File: src/rtl/keypad_scan_if.sv
// rtl/keypad_scan_if.sv - keypad row/column lines and accepted-key outputs
// Signals:
//   col         - keypad columns, active-low
//   row         - keypad rows, active-low, one low at a time
//   inputbottom - accepted key code, 0 when no key is accepted
//   ispressed   - high while the accepted key is held
//   keystrobe   - one-cycle pulse per accepted press
// Modports:
//   master - the scanner (drives rows and key outputs, samples columns)
//   slave  - the keypad and its consumer
interface keypad_scan_if;
    logic [3:0] col;
    logic [3:0] row;
    logic [3:0] inputbottom;
    logic       ispressed;
    logic       keystrobe;

    modport master (
        input  col,
        output row,
        output inputbottom,
        output ispressed,
        output keystrobe
    );

    modport slave (
        output col,
        input  row,
        input  inputbottom,
        input  ispressed,
        input  keystrobe
    );
endinterface

File: src/rtl/keypad_scan.sv
// rtl/keypad_scan.sv - 4x4 matrix keypad scanner with frame-based debounce
// Ports:
//   clk - system clock
//   rst - synchronous active-high reset
//   kp  - keypad_scan_if.master: samples col; drives row, inputbottom,
//         ispressed and keystrobe (all registered)
module keypad_scan #(
    parameter int CLK_DIV         = 2,
    parameter int DEBOUNCE_FRAMES = 3
) (
    input  logic          clk,
    input  logic          rst,
    keypad_scan_if.master kp
);
    localparam int DIV_W = $clog2(CLK_DIV);
    localparam int CNT_W = $clog2(DEBOUNCE_FRAMES + 1);
    localparam logic [DIV_W-1:0] DIV_LAST = DIV_W'(CLK_DIV - 1);
    localparam logic [CNT_W-1:0] CNT_MAX  = CNT_W'(DEBOUNCE_FRAMES);
    // Frame results are {mapped, code}; all-zero means "no key".
    localparam logic [4:0] RES_NONE = 5'd0;

    typedef enum logic {IDLE, PRESSED} state_t;

    logic [DIV_W-1:0] div_q;
    logic [1:0]       step_q;
    logic [1:0]       hits_q;     // closures seen so far this frame, saturating at 2
    logic [4:0]       acc_q;      // key of the last closure seen this frame
    logic             frame_done_q;
    logic [4:0]       result_q;

    logic             sample;
    logic [2:0]       row_hits;
    logic [4:0]       row_key;
    logic [2:0]       hit_sum;
    logic [1:0]       hits_next;
    logic [4:0]       acc_next;
    logic [4:0]       frame_result;

    logic [CNT_W-1:0] cnt_q, cnt_d;
    logic [4:0]       cand_q, cand_d;

    state_t           state_q, state_d;
    logic [3:0]       ib_q, ib_d;
    logic             pressed_q, pressed_d;
    logic             strobe_q, strobe_d;
    logic             press_go;
    logic             rel_go;

    function automatic logic [4:0] key_map(input logic [1:0] r, input logic [1:0] c);
        logic [4:0] k;
        case ({r, c})
            4'h0:    k = {1'b1, 4'd1};
            4'h1:    k = {1'b1, 4'd2};
            4'h2:    k = {1'b1, 4'd3};
            4'h3:    k = {1'b1, 4'd10};
            4'h4:    k = {1'b1, 4'd4};
            4'h5:    k = {1'b1, 4'd5};
            4'h6:    k = {1'b1, 4'd6};
            4'h7:    k = {1'b1, 4'd11};
            4'h8:    k = {1'b1, 4'd7};
            4'h9:    k = {1'b1, 4'd8};
            4'hA:    k = {1'b1, 4'd9};
            4'hB:    k = {1'b1, 4'd12};
            4'hC:    k = RES_NONE;          // '*' is unused
            4'hD:    k = {1'b1, 4'd0};
            4'hE:    k = RES_NONE;          // '#' is unused
            4'hF:    k = {1'b1, 4'd13};
            default: k = RES_NONE;
        endcase
        return k;
    endfunction

    assign kp.row = ~(4'b0001 << step_q);
    assign sample = (div_q == DIV_LAST);

    // Closures on the row currently driven low.
    always_comb begin
        row_hits = 3'd0;
        row_key  = RES_NONE;
        for (int c = 0; c < 4; c++) begin
            if (!kp.col[c]) begin
                row_hits = row_hits + 3'd1;
                row_key  = key_map(step_q, 2'(c));
            end
        end
    end

    assign hit_sum   = {1'b0, hits_q} + row_hits;
    assign hits_next = (hit_sum >= 3'd2) ? 2'd2 : hit_sum[1:0];
    assign acc_next  = (row_hits != 3'd0) ? row_key : acc_q;
    // Any second closure (mapped or not) voids the frame to reject ghost keys.
    assign frame_result = (hits_next == 2'd1 && acc_next[4]) ? acc_next : RES_NONE;

    always_ff @(posedge clk) begin
        if (rst) begin
            div_q        <= '0;
            step_q       <= 2'd0;
            hits_q       <= 2'd0;
            acc_q        <= RES_NONE;
            frame_done_q <= 1'b0;
            result_q     <= RES_NONE;
        end else begin
            frame_done_q <= 1'b0;
            if (sample) begin
                div_q  <= '0;
                step_q <= step_q + 2'd1;
                if (step_q == 2'd3) begin
                    hits_q       <= 2'd0;
                    acc_q        <= RES_NONE;
                    frame_done_q <= 1'b1;
                    result_q     <= frame_result;
                end else begin
                    hits_q <= hits_next;
                    acc_q  <= acc_next;
                end
            end else begin
                div_q <= div_q + 1'b1;
            end
        end
    end

    // Debounce: count consecutive identical frame results.
    always_comb begin
        cnt_d  = cnt_q;
        cand_d = cand_q;
        if (frame_done_q) begin
            if (result_q == cand_q) begin
                if (cnt_q != CNT_MAX) begin
                    cnt_d = cnt_q + 1'b1;
                end
            end else begin
                cnt_d  = CNT_W'(1);
                cand_d = result_q;
            end
        end
    end

    // The FSM sees the counter value after this frame's update.
    assign press_go = frame_done_q && (cnt_d == CNT_MAX) && cand_d[4];
    assign rel_go   = frame_done_q && (cnt_d == CNT_MAX) && (cand_d != {1'b1, ib_q});

    always_ff @(posedge clk) begin
        if (rst) begin
            cnt_q     <= '0;
            cand_q    <= RES_NONE;
            state_q   <= IDLE;
            ib_q      <= 4'd0;
            pressed_q <= 1'b0;
            strobe_q  <= 1'b0;
        end else begin
            cnt_q     <= cnt_d;
            cand_q    <= cand_d;
            state_q   <= state_d;
            ib_q      <= ib_d;
            pressed_q <= pressed_d;
            strobe_q  <= strobe_d;
        end
    end

    always_comb begin
        state_d = state_q;
        case (state_q)
            IDLE:    if (press_go) state_d = PRESSED;
            PRESSED: if (rel_go)   state_d = IDLE;
            default: state_d = IDLE;
        endcase
    end

    always_comb begin
        ib_d      = ib_q;
        pressed_d = pressed_q;
        strobe_d  = 1'b0;
        case (state_q)
            IDLE: begin
                if (press_go) begin
                    ib_d      = cand_d[3:0];
                    pressed_d = 1'b1;
                    strobe_d  = 1'b1;
                end
            end
            PRESSED: begin
                if (rel_go) begin
                    ib_d      = 4'd0;
                    pressed_d = 1'b0;
                end
            end
            default: begin
                ib_d      = 4'd0;
                pressed_d = 1'b0;
            end
        endcase
    end

    assign kp.inputbottom = ib_q;
    assign kp.ispressed   = pressed_q;
    assign kp.keystrobe   = strobe_q;
endmodule

File: src/flat_wrapper.sv
// flat-port wrapper written by rule: the top's interface ports become plain ports
module keypad_scan_flat 
#(
    parameter int CLK_DIV         = 2,
    parameter int DEBOUNCE_FRAMES = 3
)
  (clk, rst, kp_col, kp_row, kp_inputbottom, kp_ispressed, kp_keystrobe);
  keypad_scan_if kp_i ();
  input  logic clk;
  input  logic rst;
  input wire logic [$bits(kp_i.col)-1:0] kp_col;
  output wire logic [$bits(kp_i.row)-1:0] kp_row;
  output wire logic [$bits(kp_i.inputbottom)-1:0] kp_inputbottom;
  output wire logic [$bits(kp_i.ispressed)-1:0] kp_ispressed;
  output wire logic [$bits(kp_i.keystrobe)-1:0] kp_keystrobe;
  assign kp_i.col = kp_col;
  assign kp_row = kp_i.row;
  assign kp_inputbottom = kp_i.inputbottom;
  assign kp_ispressed = kp_i.ispressed;
  assign kp_keystrobe = kp_i.keystrobe;
  keypad_scan #(.CLK_DIV(CLK_DIV), .DEBOUNCE_FRAMES(DEBOUNCE_FRAMES)) u_core (.clk(clk), .rst(rst), .kp(kp_i));
endmodule
File: config.mk
export PLATFORM = sky130hd
export DESIGN_NAME = keypad_scan_flat
export DESIGN_NICKNAME = d
export VERILOG_FILES = /design/src/rtl/keypad_scan_if.sv /design/src/rtl/keypad_scan.sv /design/src/flat_wrapper.sv
export SDC_FILE = /design/constraint.sdc
export NUM_CORES = 1
export LEC_CHECK = 0
export BUFFER_PORTS_ARGS = -buffer_cell sky130_fd_sc_hd__buf_2
export CAP_MARGIN = 20
export CORE_UTILIZATION = 50
export CTS_BUF_LIST = sky130_fd_sc_hd__clkbuf_8
export CTS_CLUSTER_DIAMETER = 100
export DETAILED_ROUTE_END_ITERATION = 8
export HOLD_SLACK_MARGIN = 0.1
export PLACE_DENSITY_LB_ADDON = 0.3
export SYNTH_ARGS = -nofsm -noshare
export SYNTH_HDL_FRONTEND = slang
export SYNTH_SLANG_ARGS = --single-unit
File: constraint.sdc
create_clock -name clk -period 4.4 [get_ports clk]
set_clock_uncertainty 0.05 [all_clocks]
set_input_delay 0.88 -clock clk [delete_from_list [all_inputs] [get_ports clk]]
set_output_delay 0.88 -clock clk [all_outputs]
set_load 0.05 [all_outputs]
# Yosys cells after proc, flatten, opt, wreduce, memory -nomap -nowiden
# Cells that the tools add are included.
[word_totals]
memories = 0
mem_bits_ro = 0
out_inout_bits = 10
inputBits = 6
mem_bits_rw = 0
register_bits = 30
wordCells = 77
latchBits = 0
[classes]
mux = 32
n_div = 0
eq_ne = 10
bitwise = 3
n_shift = 1
magnitude_cmp = 1
mul = 0
reduce_logical = 11
n_addsub = 7
[ops]
columns = ["cell", "count"]
rows = [
  ["5-bit one-hot mux with 4 select lines", 4],
  ["5-bit 2-to-1 mux", 9],
  ["2-bit 2-to-1 mux", 5],
  ["3-bit by 1-bit adder with 3-bit output (second input constant)", 3],
  ["3-bit 2-to-1 mux", 3],
  ["4-bit 2-to-1 mux", 2],
  ["4-bit one-hot mux with 2 select lines", 1],
  ["2-bit equality test (second input constant)", 3],
  ["1-bit 2-to-1 mux", 6],
  ["2-bit OR reduction", 3],
  ["5-bit equality test", 1],
  ["5-bit != test", 1],
  ["2-bit by 1-bit adder with 2-bit output (second input constant)", 2],
  ["2-bit by 1-bit equality test with 1-bit output (second input constant)", 2],
  ["1-bit logical AND", 4],
  ["2-bit != test (second input constant)", 2],
  ["4-bit NOT", 1],
  ["1-bit one-hot mux with 2 select lines", 2],
  ["2-bit AND reduction", 2],
  ["1-bit by 2-bit << shifter with 4-bit output (first input constant)", 1],
  ["2-bit by 3-bit adder with 3-bit output", 1],
  ["3-bit by 2-bit >= comparator with 1-bit output (second input constant)", 1],
  ["3-bit nonzero test", 1],
  ["2-bit logical NOT", 1],
  ["other kinds (3)", 4],
]

# Depth between registers and ports, before layout
# Gate-level depths: netlist of the first run.
[depth]
word_depth = 13
mapped_depth = 13
ltp_nobuf = 13

# Worst setup path after synthesis of the first run
# Ideal clock, no wire load.
[synth_path]
kind = "input to register"
startpoint = "input port kp_col[0]"
endpoint = "register u_core.result_q[0]"
t_required_ns = 4.254
stages = 12
slack_ns = 0.711
n_path_buf = 1
arrival_time_ns = 3.543
setup_time_ns = 0.096
cell_sequence = "inv_1 ha_1 buf_6 xnor2_1 ha_1 nor2_1 a31o_2 inv_2 fa_1 xnor3_1 or3_1 o41ai_2"
[synth_via]
elab_chain_cells = 13
word_cells_on_any_way = 19
cone_classes = "add/sub (4); order compare (1); eq/ne (1); mux (11); reduce/logical (2)"
[synth_rtl]
columns = ["element", "line", "text"]
rows = [
  ["start, declared", "flat_wrapper.sv:11", "input wire logic [$bits(kp_i.col)-1:0] kp_col;"],
  ["1-bit 2-to-1 mux", "keypad_scan.sv:81", "if (!kp.col[c]) begin"],
  ["3-bit by 1-bit adder with 3-bit output", "keypad_scan.sv:82", "row_hits = row_hits + 3'd1;"],
  ["3-bit 2-to-1 mux", "keypad_scan.sv:81", ""],
  ["3-bit by 1-bit adder with 3-bit output", "keypad_scan.sv:82", ""],
  ["3-bit 2-to-1 mux", "keypad_scan.sv:81", ""],
  ["3-bit by 1-bit adder with 3-bit output", "keypad_scan.sv:82", ""],
  ["3-bit 2-to-1 mux", "keypad_scan.sv:81", ""],
  ["2-bit by 3-bit adder with 3-bit output", "keypad_scan.sv:88", "assign hit_sum = {1'b0, hits_q} + row_hits;"],
  ["3-bit by 2-bit >= comparator with 1-bit output", "keypad_scan.sv:89", "assign hits_next = (hit_sum >= 3'd2) ? 2'd2 : hit_sum[1:0];"],
  ["2-bit 2-to-1 mux", "keypad_scan.sv:89", ""],
  ["2-bit by 1-bit equality test with 1-bit output", "keypad_scan.sv:92", "assign frame_result = (hits_next == 2'd1 && acc_next[4]) ? acc_next : RES_NONE;"],
  ["1-bit logical AND", "keypad_scan.sv:92", ""],
  ["5-bit 2-to-1 mux *", "keypad_scan.sv:92", ""],
  ["end signal, assigned", "keypad_scan.sv:111", "result_q <= frame_result;"],
  ["end, declared", "keypad_scan.sv:29", "logic [4:0] result_q;"],
]
# Every way passes the cells marked *; elsewhere a longest branch is shown, timed or not.
# A chain may end at the register's enable or synchronous reset.

# Worst setup path in the final report of the first run
[layout_path]
startpoint = "input port kp_col[1]"
endpoint = "register u_core.result_q[1]"
[layout_via]
elab_chain_cells = 11
word_cells_on_any_way = 16
cone_classes = "add/sub (3); order compare (1); eq/ne (1); mux (9); reduce/logical (2)"
[layout_rtl]
columns = ["element", "line"]
rows = [
  ["3-bit 2-to-1 mux", "keypad_scan.sv:81"],
  ["3-bit by 1-bit adder with 3-bit output", "keypad_scan.sv:82"],
  ["3-bit 2-to-1 mux", "keypad_scan.sv:81"],
  ["3-bit by 1-bit adder with 3-bit output", "keypad_scan.sv:82"],
  ["3-bit 2-to-1 mux", "keypad_scan.sv:81"],
  ["2-bit by 3-bit adder with 3-bit output", "keypad_scan.sv:88"],
  ["3-bit by 2-bit >= comparator with 1-bit output", "keypad_scan.sv:89"],
  ["2-bit 2-to-1 mux", "keypad_scan.sv:89"],
  ["2-bit by 1-bit equality test with 1-bit output", "keypad_scan.sv:92"],
  ["1-bit logical AND", "keypad_scan.sv:92"],
  ["5-bit 2-to-1 mux *", "keypad_scan.sv:92"],
]
# Marks and branches as above.

==> metrics.txt, run 1 <==
level count of the clock H-tree 2; slowest stage cell on the critical path sky130_fd_sc_hd__or3_1; multi-input gate area in the final layout 1180 µm²; largest fanout on the critical path 7; Critical Path Most Common Cell sky130_fd_sc_hd__ha_1; global-route wire length before repair approximately 6.4 mm; RePlAce Congestion 0.875; max-capacitance violation count 0; cell area after placement 1990 µm²; Leak 0.880 nW; Synthesized Nets 231; half-perimeter wire length of the detailed placement result 2.80 mm; critical-path cell list buf_2 > inv_1 > ha_1 > xnor2_1 > ha_1 > nor2_1 > a31o_2 > inv_2 > fa_1 > xnor3_1 > or3_1 > o41ai_2; summed instance area of the synthesized netlist 1890 µm²; layout overhead on the synthesized area 9.25%; die width ~64 µm; crit path time final 3.65 ns; global route overflow 0; vertical die dimension roughly 64 µm; antenna cells 0; Post CTS Setup Buffer Count 0; cell count after synthesis roughly 220; number of primary I/O pins 16; path category of the worst min-delay check flop to flop; Final nets 245; fill cell instance count of the final layout 330; wire per inst roughly 13 µm; PostCTS Resize Cnt 0; number of enable flip-flop cells after synthesis 0; Max-Slew Margin vs Limit 65.6%; Crit path arrival time roughly 3.8 ns; Synth async-reset ratio 0%; final setup fails 0; average instance area after synthesis 8.80 µm²; crit start category primary input; proportion of netlist area held by the largest area contributor 31.7%; count of unresolved DRC violations after routing 0; maximum achievable frequency 274 MHz; area of all placed cells without fillers between 2000 and 2500 µm²; FF+latch area between 600 and 700 µm²; initial core utilization a little over half; GRT Util Overall 20.0%; fraction of layout cells with a size suffix above 1 about 16%; register area share after synthesis 31.7%; Clock Latency Late Sink 0.28 ns; setup slack at placement 0.445 ns; Worst path max stage delay 0.42 ns; PwrDens 309 nW/µm²; Critical Setup Path Class primary input to flop; drt via density around 5.6; CTS sink cnt 30; power consumption 0.638 mW; number of buffers created by CTS 5; Die Area between 4000 and 5000 µm²; aggregate negative setup slack 0 ns; unrepaired setup endpoints after global routing no; total of hold buffers inserted after clock tree synthesis 0; vias after detailed routing 1,546; initial antenna violation count 0; clock tree from TritonCTS yes; maximum buffer depth of the clock tree 2; leading post-synthesis cells by cell area sky130_fd_sc_hd__dfxtp_1 (32%), sky130_fd_sc_hd__ha_1 (5.9%), sky130_fd_sc_hd__nand2_1 (4.2%); leading cell type in the layout, fill and taps excluded sky130_fd_sc_hd__dfxtp_1; maximum vdd ir drop 0.262 mV; # rows 21; number of warning messages in the yosys log 0; Core Footprint 3470 µm²; result of the run finished clean; number of global-route vias before repair 1,400; port bufs 15; required time reported for the critical path endpoint 4.53 ns; number of endpoints with negative hold slack in the final report 0; Final Slew Violations 0; synth unique cells approximately 50; top_reg_cell synth sky130_fd_sc_hd__dfxtp_1; library cell with the largest summed area after synthesis sky130_fd_sc_hd__dfxtp_1; highest-count cells in the layout ignoring fill and taps sky130_fd_sc_hd__dfxtp_1 (30), sky130_fd_sc_hd__nand2_1 (21), sky130_fd_sc_hd__nor2_1 (18), sky130_fd_sc_hd__inv_1 (17); register bit total from synthesis 30; largest net degree at the start of global routing 26; final antenna-violating net count 0; crit share post-route slightly above 80%; Worst Tran Pin Value 0.515 ns; routed wire length 3.69 mm; CTS Root Cell sky130_fd_sc_hd__clkbuf_8; number of iterations in the first detailed-routing pass 4; CTS clock-pin slew for the worst setup and hold paths 0.06 ns; element type at the critical path end flop; PnR worst setup slack 0.751 ns; DR iter-0 viols 79
-- worst paths after layout --
check             slack [ns]                       end  cells past startpoint                 from
setup / recovery        0.75        u_core.result_q[1]                     12            kp_col[1]
hold / removal          0.40       u_core.kp.ispressed                      2  u_core.kp.ispressed
setup reg to reg        2.15  u_core.kp.inputbottom[1]                      5  u_core.frame_done_q
hold reg to reg         0.40       u_core.kp.ispressed                      2  u_core.kp.ispressed
-- where the power goes --
group	internal, mW	switching [mW]
Combinational	0.0564	0.0908
Clock	0.106	0.0971
Sequential	0.280	0.00802
Total	0.442	0.196
-- registers in the layout, summed over array words and instances, names as in the netlist, 2 cells and up --
register               cells
u_core.cnt_q               2
u_core.acc_q               5
u_core.result_q            5
u_core.step_q              2
u_core.kp.inputbottom      4
u_core.cand_q              5
u_core.hits_q              2
-- through the flow --
| step | instances | hold slack (ns) | utilization [%] |
|---|---|---|---|
| 4_1_cts | 275 | 0.403 | 59.6 |
| 3_5_place_dp | 268 | 0.393 | 57.4 |
| 2_1_floorplan | 215 | 0.378 | - |
| 3_3_place_gp | 268 | 0.383 | 57.4 |
| 6_report | 275 | 0.399 | 59.6 |
| 5_1_grt | 275 | 0.422 | 59.6 |
-- metal layers --
metal / GRT usage [%] / wire [µm] / vias to the layer above
li1: - / - / 791
met1: 28.6 / 1940 / 724
met2: 29.5 / 1580 / 29
met3: 4.89 / 156 / 2
met4: 5.11 / 12 / 0
met5: 0 / 0 / -
-- worst max-delay path, delay by kind of cell --
| kind | cells | cell delay (ns) |
|---|---|---|
| adder cells (fa/ha/maj) | 3 | 0.98 |
| XOR/XNOR | 2 | 0.65 |
| AND/OR/NAND/NOR | 2 | 0.50 |
| AO/OA/AOI/OAI | 2 | 0.44 |
| buffers and inverters | 3 | 0.32 |
-- synth_stat cells, types with 2 or more instances --
cell type                   number
sky130_fd_sc_hd__buf_2           2
sky130_fd_sc_hd__a21oi_1        15
sky130_fd_sc_hd__nor3_1          4
sky130_fd_sc_hd__a311oi_1        2
sky130_fd_sc_hd__o31ai_1         2
sky130_fd_sc_hd__dfxtp_1        30
sky130_fd_sc_hd__o41ai_2         4
sky130_fd_sc_hd__o211ai_1        4
sky130_fd_sc_hd__or3_1           4
sky130_fd_sc_hd__o2111ai_1       3
sky130_fd_sc_hd__mux2i_1         7
sky130_fd_sc_hd__nand3b_1        2
sky130_fd_sc_hd__xor2_1          6
sky130_fd_sc_hd__ha_1            9
sky130_fd_sc_hd__a2bb2oi_1       2
sky130_fd_sc_hd__nand2b_1        7
sky130_fd_sc_hd__nor2b_1         6
sky130_fd_sc_hd__a211oi_1        4
sky130_fd_sc_hd__inv_1          17
sky130_fd_sc_hd__nand2_1        21
sky130_fd_sc_hd__and3_1          3
sky130_fd_sc_hd__xnor2_1         6
sky130_fd_sc_hd__o21ai_1         4
sky130_fd_sc_hd__clkbuf_1        5
sky130_fd_sc_hd__nand3_1         2
sky130_fd_sc_hd__nor2_1         18
sky130_fd_sc_hd__mux4_2          2
-- cells by family (layout without fill, tap and decap cells) --
group                    after synthesis  count (layout)  synth area share [%]
adder cells (fa/ha/maj)               10              10                  7.01
flip-flops                            30              30                  31.7
XOR/XNOR                              13              13                  6.74
multiplexers                           9               9                  6.08
AO/OA/AOI/OAI                         50              50                  20.4
AND/OR/NAND/NOR                       76              76                  22.1
buffers and inverters                 27              41                  5.88
-- area by class of cell --
cell class	instances	share of cell area, %
Multi-Input combinational cell	158	57.1
Timing Repair Buffer	16	3.99
Clock inverter	2	0.484
Inverter	18	3.27
Sequential cell	30	29.0
Tap cell	46	2.78
Clock buffer	5	3.33
Power figures use the tool's default switching activity.
==> run 2: changes to the inputs <==
==> constraint.sdc (replaced) <==
create_clock -name clk -period 3.2 [get_ports clk]
set_clock_uncertainty 0.05 [all_clocks]
set_input_delay 0.64 -clock clk [delete_from_list [all_inputs] [get_ports clk]]
set_output_delay 0.64 -clock clk [all_outputs]
set_load 0.05 [all_outputs]
==> metrics.txt, run 2 (synthesis gave the netlist of run 1 again) <==
result of the run finished clean; global-route wire length before repair 7.12 mm; PostCTS Resize Cnt 0; vias after detailed routing 1,595; count of unresolved DRC violations after routing 0; number of endpoints with negative hold slack in the final report 0; Leak 0.930 nW; required time reported for the critical path endpoint 3.34 ns; initial antenna violation count 0; logic depth of the worst register-to-register path 6; global route overflow 0; total of hold buffers inserted after clock tree synthesis 0; initial core utilization 54.6%; slack of the worst reg-to-reg path 1.06 ns; final hold slack 0.395 ns; final design utilization 62.2%; Max-Slew Margin vs Limit 62.1%; largest net degree at the start of global routing 26; CTS sink cnt 30; CTS Root Cell sky130_fd_sc_hd__clkbuf_8; met1 routing resource usage after global routing 32.4%; Die Area 4040 µm²; routed wire length about 4 mm; drt via density approximately 5.6; half-perimeter wire length of the detailed placement result 2.86 mm; met3 track utilization from global routing 4.89%; fill cell instance count of the final layout 314; crit path time final 2.96 ns; vertical die dimension 63.5 µm; max-capacitance violation count 0; highest-count cells in the layout ignoring fill and taps sky130_fd_sc_hd__dfxtp_1 (30), sky130_fd_sc_hd__nand2_1 (21), sky130_fd_sc_hd__nor2_1 (18), sky130_fd_sc_hd__inv_1 (17); final setup fails 0; number of primary I/O pins 16; global-route track usage on met2 32.6%; R2R Path End u_core.kp.inputbottom[1]; maximum buffer depth of the clock tree 2; die width 63.5 µm; number of iterations in the first detailed-routing pass 4; delay-heaviest family, CP adder cells; final antenna-violating net count 0; FF+latch area 601 µm²; largest fanout on the critical path 4; maximum vdd ir drop 0.341 mV; port bufs 15; RePlAce Congestion 0.794; power consumption 0.921 mW; PwrDens about 430 nW/µm²; Reg2Reg Launch Point u_core.frame_done_q; Most Crowded Layer GR met2; slowest stage cell on the critical path sky130_fd_sc_hd__or3_4; antenna cells 0; element type at the critical path end flop; unrepaired setup endpoints after global routing no; number of buffers created by CTS 5; wire per inst 13.9 µm; Clock Latency Late Sink 0.28 ns; Worst Tran Pin Value ~0.57 ns; Worst path max stage delay 0.42 ns; multi-input gate area in the final layout 1200 µm²; Final nets between 200 and 300; level count of the clock H-tree 2; Crit path arrival time 3.09 ns; setup slack at placement -0.0597 ns; WHS Path Cells 2; path category of the worst min-delay check flop to flop; Critical Path Most Common Cell sky130_fd_sc_hd__ha_1; largest registers u_core.acc_q x5, u_core.cand_q x5, u_core.result_q x5; # rows 21; Post CTS Setup Buffer Count 0; clock tree from TritonCTS yes; Critical Setup Path Class primary input to flop; crit share post-route 92.4%; crit start category primary input; Final Slew Violations 0; critical-path cell list buf_2 > inv_1 > ha_1 > xnor2_2 > ha_1 > nor2_1 > a31o_2 > inv_4 > fa_2 > xnor3_1 > or3_4 > o41ai_2; area of all placed cells without fillers 2160 µm²; leading cell type in the layout, fill and taps excluded sky130_fd_sc_hd__dfxtp_1; CTS clock-pin slew for the worst setup and hold paths roughly 0.06 ns; worst path buffer plus inverter count 3; maximum achievable frequency 338 MHz; number of global-route vias before repair 1,500; GRT Util Overall a little under a quarter; cell area after placement 2070 µm²; DR iter-0 viols 74; Core Footprint roughly 3500 µm²; hold_sp u_core.kp.ispressed; Worst Hold Path EP u_core.kp.ispressed; fraction of layout cells with a size suffix above 1 19.8%; layout overhead on the synthesized area 13.9%; PnR worst setup slack 0.242 ns
[run 2: per-stage QoR]
step | std cells | TNS [ns]
after floorplan | 215 | 0
after global placement | 277 | 0
after detailed placement | 277 | -0.165
after CTS | 283 | 0
after global routing | 283 | 0
final | 283 | 0
[run 2: final cells by class]
class,count,share of cell area (%)
clock buffer,6,3.83
inverter,18,3.25
multi-input combinational,158,55.5
tap,46,2.67
sequential,30,27.8
timing repair buffer,25,6.96
[run 2: worst max-delay path by stage]
stage,to,slack (ns),cells past startpoint,start
final,u_core.result_q[1],0.24,12,kp_col[0]
after global routing,u_core.result_q[2],0.06,12,kp_col[0]
after CTS,u_core.result_q[1],0.23,12,kp_col[0]
after detailed placement,u_core.result_q[0],-0.06,12,kp_col[0]
after global placement,u_core.result_q[1],0.01,12,kp_col[0]
after floorplan,u_core.result_q[0],0.01,11,kp_col[0]
[run 2: layer usage]
metal | routed length, µm | part of all wire [%]
met4 | 38 | 0.97
met2 | 1710 | 44
met5 | 0 | 0
met3 | 196 | 5.0
met1 | 1980 | 50
[run 2: worst reg2reg max path, cell delays in order, from the launching register on]
cell	delay, ns
sky130_fd_sc_hd__dfxtp_1	0.54
sky130_fd_sc_hd__buf_4	0.22
sky130_fd_sc_hd__mux2i_1	0.33
sky130_fd_sc_hd__xnor2_1	0.12
sky130_fd_sc_hd__nor4_2	0.32
sky130_fd_sc_hd__o221ai_1	0.27
sky130_fd_sc_hd__o22ai_1	0.21
[run 2: report_power, final]
| part | leakage (nW) | internal [mW] | switching [mW] |
|---|---|---|---|
| Clock | 0.0431 | 0.165 | 0.130 |
| Combinational | 0.643 | 0.0958 | 0.134 |
| Sequential | 0.243 | 0.385 | 0.0111 |
==> run 3: changes to the inputs <==
--- a/config.mk
+++ b/config.mk
@@ -13,6 +13,7 @@
 export DETAILED_ROUTE_END_ITERATION = 8
 export HOLD_SLACK_MARGIN = 0.1
 export PLACE_DENSITY_LB_ADDON = 0.3
+export SETUP_SLACK_MARGIN = 0.3
 export SYNTH_ARGS = -nofsm -noshare
 export SYNTH_HDL_FRONTEND = slang
 export SYNTH_SLANG_ARGS = --single-unit
==> metrics.txt, run 3 (synthesis gave the netlist of run 1 again) <==
number of endpoints with negative hold slack in the final report 0; maximum vdd ir drop 0.316 mV; initial antenna violation count 0; required time reported for the critical path endpoint 3.34 ns; port bufs 15; number of primary I/O pins 16; DR iter-0 viols 65; vias after detailed routing between 1,500 and 2,000; total of hold buffers inserted after clock tree synthesis 0; Worst Hold Path EP u_core.kp.ispressed; Max-Slew Margin vs Limit 67.8%; antenna cells 0; FF+latch area 601 µm²; R2R Path End u_core.kp.inputbottom[1]; RePlAce Congestion 0.856; number of standard cells in the layout, taps in and fillers out 280; worst path buffer plus inverter count 3; Die Area between 4000 and 5000 µm²; half-perimeter wire length of the detailed placement result 2.72 mm; hold_sp u_core.kp.ispressed; routed wire length 3.73 mm; maximum achievable frequency 360 MHz; CTS clock-pin slew for the worst setup and hold paths 0.06 ns; element type at the critical path end flop; drt via density 5.63; leading cell type in the layout, fill and taps excluded sky130_fd_sc_hd__dfxtp_1; Placed Cells 271; max-capacitance violation count 0; final setup fails 0; PwrDens 429 nW/µm²; die width 63.5 µm; delay-heaviest family, CP adder cells; CTS Root Cell sky130_fd_sc_hd__clkbuf_8; CTS sink cnt 30; path category of the worst min-delay check flop to flop; level count of the clock H-tree 2; number of global-route vias before repair 1,450; fill cell instance count of the final layout 310; count of unresolved DRC violations after routing 0; vertical die dimension 63.5 µm; initial core utilization approximately 55%; Core Footprint 3470 µm²; crit path time final 2.78 ns; number of buffers created by CTS 5; slowest stage cell on the critical path sky130_fd_sc_hd__fa_2; multi-input gate area in the final layout 1230 µm²; # rows 21; largest net degree at the start of global routing 26; Final Slew Violations 0; unrepaired setup endpoints after global routing yes; Final nets 249; PnR worst setup slack 0.421 ns; largest fanout on the critical path 7; slack of the worst reg-to-reg path 1.08 ns; Worst Tran Pin Value between 0.4 and 0.5 ns; highest-count cells in the layout ignoring fill and taps sky130_fd_sc_hd__dfxtp_1 (30), sky130_fd_sc_hd__nand2_1 (21), sky130_fd_sc_hd__nor2_1 (18), sky130_fd_sc_hd__inv_1 (16), sky130_fd_sc_hd__a21oi_1 (15); largest registers u_core.acc_q x5, u_core.cand_q x5, u_core.result_q x5; aggregate negative setup slack 0 ns; logic depth of the worst register-to-register path 6; setup slack at placement 0.0460 ns; Reg2Reg Launch Point u_core.frame_done_q; crit start category primary input; final design utilization 62.7%; fraction of layout cells with a size suffix above 1 20.1%; number of iterations in the first detailed-routing pass 4; crit share post-route between 80% and 90%; Clock Latency Late Sink 0.28 ns; wire per inst 13.3 µm; Leak 0.919 nW; GRT Util Overall 21.0%; Worst path max stage delay between 0.4 and 0.5 ns; WHS Path Cells 2; clock tree from TritonCTS yes; maximum buffer depth of the clock tree 2; critical-path cell list buf_4 > inv_12 > ha_4 > xnor2_4 > ha_1 > nor2_1 > a31o_2 > inv_4 > fa_2 > or3_4 > o41ai_2; final antenna-violating net count 0; Critical Setup Path Class primary input to flop; global route overflow 0; global-route wire length before repair 6.51 mm; Crit path arrival time around 2.9 ns; result of the run finished clean; layout overhead on the synthesized area 14.9%
-- run 3: tightest hold or removal path: cells and delay by family (launching register included) --
kind / cells / cell delay [ns]
AO/OA/AOI/OAI: 1 / 0.05
buffers and inverters: 1 / 0.04
flip-flops: 1 / 0.30
-- run 3: worst max-delay path by stage --
stage / from / endpoint / slack, ns / cells past startpoint
6_report: kp_col[1] / u_core.result_q[3] / 0.42 / 11
5_1_grt: kp_col[1] / u_core.result_q[4] / 0.29 / 13
4_1_cts: kp_col[1] / u_core.result_q[3] / 0.33 / 12
3_5_place_dp: kp_col[1] / u_core.result_q[1] / 0.05 / 12
3_3_place_gp: kp_col[1] / u_core.result_q[2] / 0.10 / 12
2_1_floorplan: kp_col[1] / u_core.result_q[3] / 0.20 / 11
-- run 3: routing by layer --
layer	up-vias	global-route usage (%)	wire, µm
met3	5	5.07	156
met4	0	9.38	57
met2	22	30.3	1570
met1	747	29.3	1940
met5	-	0	0
li1	801	-	-
-- run 3: what timing repair did --
item | 4_1_cts | 5_1_grt
endpoints found under the setup margin | 0 | 5
resized for setup | 0 | 3
setup buffers | 0 | 1
-- run 3: final cells by class --
class / count / area share, %
Clock buffer: 6 / 3.80
Tap cell: 46 / 2.65
Inverter: 18 / 3.91
Sequential cell: 30 / 27.6
Multi-Input combinational cell: 158 / 56.4
Clock inverter: 2 / 0.403
Timing Repair Buffer: 20 / 5.29
-- run 3: per-stage QoR --
stage / power, mW / hold WS (ns) / area (µm²)
global route: 0.983 / 0.436 / 2180
global placement: 0.627 / 0.382 / 2070
CTS: 0.933 / 0.394 / 2160
finish: 0.934 / 0.395 / 2180
detailed placement: 0.630 / 0.385 / 2070
floorplan: 0.580 / 0.378 / 1950
-- run 3: power by group --
| part | switching, mW | internal [mW] | total [mW] |
|---|---|---|---|
| sequential | 0.0106 | 0.385 | 0.396 |
| clock | 0.134 | 0.170 | 0.304 |
| combinational | 0.138 | 0.0962 | 0.235 |
